<file path="config.mk">
export PLATFORM = sky130hd
export DESIGN_NAME = alu_issue_ctrl
export DESIGN_NICKNAME = d
export VERILOG_FILES = /design/src/rtl/alu_issue_ctrl.sv
export SDC_FILE = /design/constraint.sdc
export NUM_CORES = 1
export LEC_CHECK = 0
export ABC_AREA = 0
export BUFFER_PORTS_ARGS = -buffer_cell sky130_fd_sc_hd__buf_2
export CORE_ASPECT_RATIO = 1.1
export CORE_MARGIN = 1
export CORE_UTILIZATION = 45
export CTS_CLUSTER_SIZE = 14
export DETAILED_ROUTE_END_ITERATION = 10
export PLACE_DENSITY = 0.78
export SYNTH_ARGS = -nofsm -noshare
export SYNTH_HDL_FRONTEND = slang
export SYNTH_SLANG_ARGS = --single-unit
</file>
<file path="constraint.sdc">
create_clock -name soc_clk -period 2.8 [get_ports soc_clk]
set_input_delay 0.56 -clock soc_clk [delete_from_list [all_inputs] [get_ports soc_clk]]
set_output_delay 0.56 -clock soc_clk [all_outputs]
set_load 0.01 [all_outputs]
</file>
<file path="src/rtl/alu_issue_ctrl.sv">
// Issue controller for the ALU request/ready handshake: latches one decoded op, pulses
// dat_ready, waits for ALU_ready (with watchdog) and returns a valid/ready response.
// Optional performance counters are enabled with `define ALU_ISSUE_PERF_EN.
module alu_issue_ctrl #(
   parameter int TIMEOUT_CYCLES = 16,
   parameter int BR_OP_LO       = 4,
   parameter int BR_OP_HI       = 9
) (
   input  logic        soc_clk,
   input  logic        reset,
   input  logic        req_valid,
   output logic        req_ready,
   input  logic [5:0]  req_op,
   input  logic [31:0] req_a,
   input  logic [31:0] req_b,
   input  logic [4:0]  req_rd,
   output logic [31:0] ALU_dat1,
   output logic [31:0] ALU_dat2,
   output logic [5:0]  Instruction_from_CU,
   output logic        dat_ready,
   input  logic        ALU_ready,
   input  logic [31:0] ALU_out,
   input  logic        ALU_zero,
   input  logic        ALU_overflow,
   input  logic        ALU_con_met,
   input  logic        ALU_err,
   output logic        rsp_valid,
   input  logic        rsp_ready,
   output logic [31:0] rsp_result,
   output logic [4:0]  rsp_rd,
   output logic        rsp_zero,
   output logic        rsp_ovf,
   output logic        rsp_br_taken,
   output logic        rsp_err,
   output logic        rsp_timeout
`ifdef ALU_ISSUE_PERF_EN
   ,
   output logic [31:0] perf_issued,
   output logic [15:0] perf_timeouts,
   output logic [7:0]  perf_max_lat
`endif
);

   typedef enum logic [2:0] {IDLE, SETUP, PULSE, WAIT, RESP} state_t;

   localparam logic [7:0] CNT_LAST = 8'(TIMEOUT_CYCLES - 1);

   state_t     state;
   logic [4:0] tag;
   logic [7:0] cnt;

   function automatic logic is_branch(input logic [5:0] op);
      return (int'(op) >= BR_OP_LO) && (int'(op) <= BR_OP_HI);
   endfunction

`ifdef ALU_ISSUE_PERF_EN
   function automatic logic [31:0] sat_inc32(input logic [31:0] v);
      return (v == '1) ? v : v + 32'd1;
   endfunction

   function automatic logic [15:0] sat_inc16(input logic [15:0] v);
      return (v == '1) ? v : v + 16'd1;
   endfunction
`endif

   assign req_ready = (state == IDLE);

   always_ff @(posedge soc_clk) begin
      if (reset) begin
         state               <= IDLE;
         tag                 <= '0;
         cnt                 <= '0;
         ALU_dat1            <= '0;
         ALU_dat2            <= '0;
         Instruction_from_CU <= '0;
         dat_ready           <= 1'b0;
         rsp_valid           <= 1'b0;
         rsp_result          <= '0;
         rsp_rd              <= '0;
         rsp_zero            <= 1'b0;
         rsp_ovf             <= 1'b0;
         rsp_br_taken        <= 1'b0;
         rsp_err             <= 1'b0;
         rsp_timeout         <= 1'b0;
`ifdef ALU_ISSUE_PERF_EN
         perf_issued         <= '0;
         perf_timeouts       <= '0;
         perf_max_lat        <= '0;
`endif
      end else begin
         case (state)
            IDLE: begin
               if (req_valid) begin
                  ALU_dat1            <= req_a;
                  ALU_dat2            <= req_b;
                  Instruction_from_CU <= req_op;
                  tag                 <= req_rd;
                  state               <= SETUP;
               end
            end
            SETUP: begin
               dat_ready <= 1'b1;
               state     <= PULSE;
`ifdef ALU_ISSUE_PERF_EN
               perf_issued <= sat_inc32(perf_issued);
`endif
            end
            PULSE: begin
               dat_ready <= 1'b0;
               cnt       <= '0;
               state     <= WAIT;
            end
            // A response arriving on the watchdog's last cycle takes priority over the timeout.
            WAIT: begin
               if (ALU_ready || (cnt == CNT_LAST)) begin
                  state     <= RESP;
                  rsp_valid <= 1'b1;
                  rsp_rd    <= tag;
`ifdef ALU_ISSUE_PERF_EN
                  if (cnt > perf_max_lat) perf_max_lat <= cnt;
`endif
                  if (ALU_ready) begin
                     rsp_result   <= ALU_out;
                     rsp_zero     <= ALU_zero;
                     rsp_ovf      <= ALU_overflow;
                     rsp_br_taken <= ALU_con_met && is_branch(Instruction_from_CU);
                     rsp_err      <= ALU_err;
                     rsp_timeout  <= 1'b0;
                  end else begin
                     rsp_result   <= '0;
                     rsp_zero     <= 1'b0;
                     rsp_ovf      <= 1'b0;
                     rsp_br_taken <= 1'b0;
                     rsp_err      <= 1'b1;
                     rsp_timeout  <= 1'b1;
`ifdef ALU_ISSUE_PERF_EN
                     perf_timeouts <= sat_inc16(perf_timeouts);
`endif
                  end
               end else begin
                  cnt <= cnt + 8'd1;
               end
            end
            RESP: begin
               if (rsp_ready) begin
                  rsp_valid <= 1'b0;
                  state     <= IDLE;
               end
            end
            default: state <= IDLE;
         endcase
      end
   end

endmodule
</file>
==> impl_metrics.json <==
{
  "outcome": "finished clean",
  "grt_setup_unrepaired": "false",
  "dr.first_iter.drc_count": 165,
  "hold_viol": 0,
  "clock-sinks": 130,
  "path_max_fanout": 34,
  "path_delay_family": "compound AO/OA/AOI/OAI gates",
  "leakagePower_nw": 3.01,
  "yosysSeqAreaShare_pct": 56.2,
  "fin_cells": 873,
  "seq_power_share_pct": 42.0,
  "antenna_found_initial": 0,
  "cts_hold_buf": 0,
  "ys_async_sr_fraction_pct": 0,
  "cts_resized": 0,
  "min_period_over_period_pct": 80.2,
  "area_growth_pct": 38.4,
  "cts_buffers": 17,
  "crit_arrival_ns": 2.68,
  "cap_viol_max_count": 0,
  "io_buffers": 230,
  "setup-tns-final_ns": 0,
  "drive_above_1_share_pct": 36.8,
  "root_buffer": "clkbuf_8",
  "synth_edf_count": 0,
  "hp-start": "ALU_out[10]",
  "cpPeakStageDelay_ns": 0.75,
  "grt_pass1_vias": 4106,
  "layout_common_cells": "230 x buf_2, 160 x nand2_1, 130 x dfxtp_1, 90 x a21oi_1, 34 x a22o_1",
  "die_x_um": 98.7,
  "rr_worst_depth": 5,
  "post-dp-hpwl_um": 8280,
  "num_vias": 4518,
  "grt_overflow": 0,
  "fin_skew_ns": 0.00862,
  "worst_pin_slew_ns": 0.866,
  "ys.flop_type": "dfxtp_1",
  "p_sw_mw": 1.15,
  "r2r_slack_ns": 0.56,
  "synthCells": 524,
  "gp_congestion": 0.811,
  "netlist_area_sq_um": 4630,
  "final_common_cell": "buf_2",
  "hold_class": "in -> reg",
  "worst_hold_path.endpoint": "rsp_result[10]",
  "antenna_left": 0,
  "cellPowerDensity_nw_per_um2": 741,
  "syn_nets": 641,
  "synth-seq-cells": 130,
  "combPwrFrac_pct": 10.0,
  "crit_chain": "ha_1 > and3_1 > a21o_1 > a21oi_4 > a22o_1",
  "synth_top_area_share_pct": 56.2,
  "period_minus_slack_ns": 2.24,
  "postCtsSetupBuffers": 0,
  "num-nets-final": 857,
  "vdd_drop_max_mv": 0.373,
  "crit_buf_inv": 0,
  "dieArea_sq_um": 10700,
  "fin_ws_ns": 0.555,
  "grt_pass1_wl_um": 18600,
  "ys_types": 42,
  "clk_pin_slew_ns": 0.06,
  "die_h_um": 108,
  "r2r-start": "cnt[0]",
  "wl_per_cell_um": 13.6,
  "drtPass1Iterations": 5,
  "tritoncts": "yes",
  "grt_max_degree": 76,
  "clk_latency_ns": 0.51,
  "cts_buffer_depth": 2,
  "syn_area_per_cell_sq_um": 8.83,
  "core-area_sq_um": 9940,
  "drc_errors": 0,
  "r2r-end": "rsp_result[1]",
  "start_util_pct": 46.6,
  "slew_headroom_pct": 42.1,
  "setup_viol": 0,
  "place_ws_ns": 0.591,
  "slowest_stage": "a21oi_4",
  "switching_share_pct": 24.2,
  "end_kind": "register",
  "synth_area_leaders": "dfxtp_1 56%, nand2_1 13%, a21oi_1 9.7%",
  "p_int_mw": 3.60,
  "drt-vias-per-instance": 5.18,
  "fmax_mhz": 446,
  "yosysTopAreaCell": "dfxtp_1",
  "slew_violations": 0,
  "hold_depth": 2,
  "required_ns": 3.24,
  "htree_levels": 4,
  "critPathLaunchType": "register",
  "ioPinCount": 231,
  "yosysWarnings": 0,
  "dp.cells": 841,
  "core.rowCount": 38,
  "track_usage_pct": 22.1,
  "worstSetupPathType": "reg -> reg",
  "power_frac_clock_pct": 48.0,
  "wirelength_um": 11900,
  "antenna_cells": 0
}
power by group through the flow:
stage | Clock (mW) | Combinational [mW] | Sequential [mW]
final | 2.28 | 0.474 | 1.99
after global routing | 2.42 | 0.527 | 2.00
after CTS | 2.34 | 0.478 | 1.99
after detailed placement | 0 | 0.475 | 2.03
after global placement | 0 | 0.461 | 2.03
after floorplan | 0 | 0.236 | 2.06
worst max-delay path by stage:
stage	endpoint	depth (start not counted)	from	slack [ns]
floorplan	rsp_ovf	8	cnt[0]	1.11
global placement	rsp_ovf	5	cnt[0]	0.70
detailed placement	rsp_result[1]	5	cnt[0]	0.59
CTS	rsp_result[1]	5	cnt[0]	0.56
global route	rsp_result[1]	5	cnt[0]	0.45
finish	rsp_result[1]	5	cnt[0]	0.56
registers in the layout, indices dropped and copies added (netlist names), 3 cells and up:
| signal | flops |
|---|---|
| tag | 5 |
| cnt | 8 |
| Instruction_from_CU | 6 |
| rsp_result | 32 |
| state | 3 |
| ALU_dat2 | 32 |
| rsp_rd | 5 |
| ALU_dat1 | 32 |
final cells by class:
type	instances	area, sq um
clock buffer	18	418
clock inverter	14	203
fill	846	3530
inverter	2	7.51
multi-input combinational	354	1820
sequential	130	2600
tap	120	150
timing repair buffer	235	1200
stage by stage:
step                cell area, sq um  util [%]  power (mW)  hold slack (ns)
floorplan                       4630         -        2.30            0.437
global placement                5790      58.2        2.49            0.439
detailed placement              5790      58.2        2.51            0.445
CTS                             6410      64.5        4.81            0.237
global route                    6410      64.5        4.95            0.239
finish                          6410      64.5        4.75            0.270
cell families after synthesis:
kind of cell / after synthesis / share of synthesized area (%)
AND/OR/NAND/NOR: 204 / 18.5
adder cells (fa/ha/maj): 1 / 0.270
buffers and inverters: 40 / 4.51
AO/OA/AOI/OAI: 149 / 20.5
flip-flops: 130 / 56.2
routing by layer:
| layer | GRT usage (%) | part of all wire [%] |
|---|---|---|
| met2 | 39.7 | 50 |
| met5 | 0 | 0 |
| met1 | 23.6 | 41 |
| met3 | 7.82 | 7.8 |
| met4 | 9.17 | 1.2 |
cell usage after synthesis (2+ instances only):
master / number
a22o_1: 34
dfxtp_1: 130
o31ai_1: 3
or3_1: 2
a31oi_1: 2
o21ai_0: 9
nor2b_1: 2
or4_1: 2
inv_1: 2
buf_6: 5
clkbuf_1: 16
nand3_1: 11
nor2_1: 10
a21oi_1: 90
nand2_1: 161
buf_2: 17
nand4_1: 3
worst reg2reg max path, delay by kind of cell, from the launching register on:
| kind | cells | cell delay (ns) |
|---|---|---|
| fa+ha+maj | 1 | 0.25 |
| flops | 1 | 0.35 |
| compound gates | 3 | 1.33 |
| simple gates | 1 | 0.25 |
Note: power is estimated with default switching activity, not from simulation.
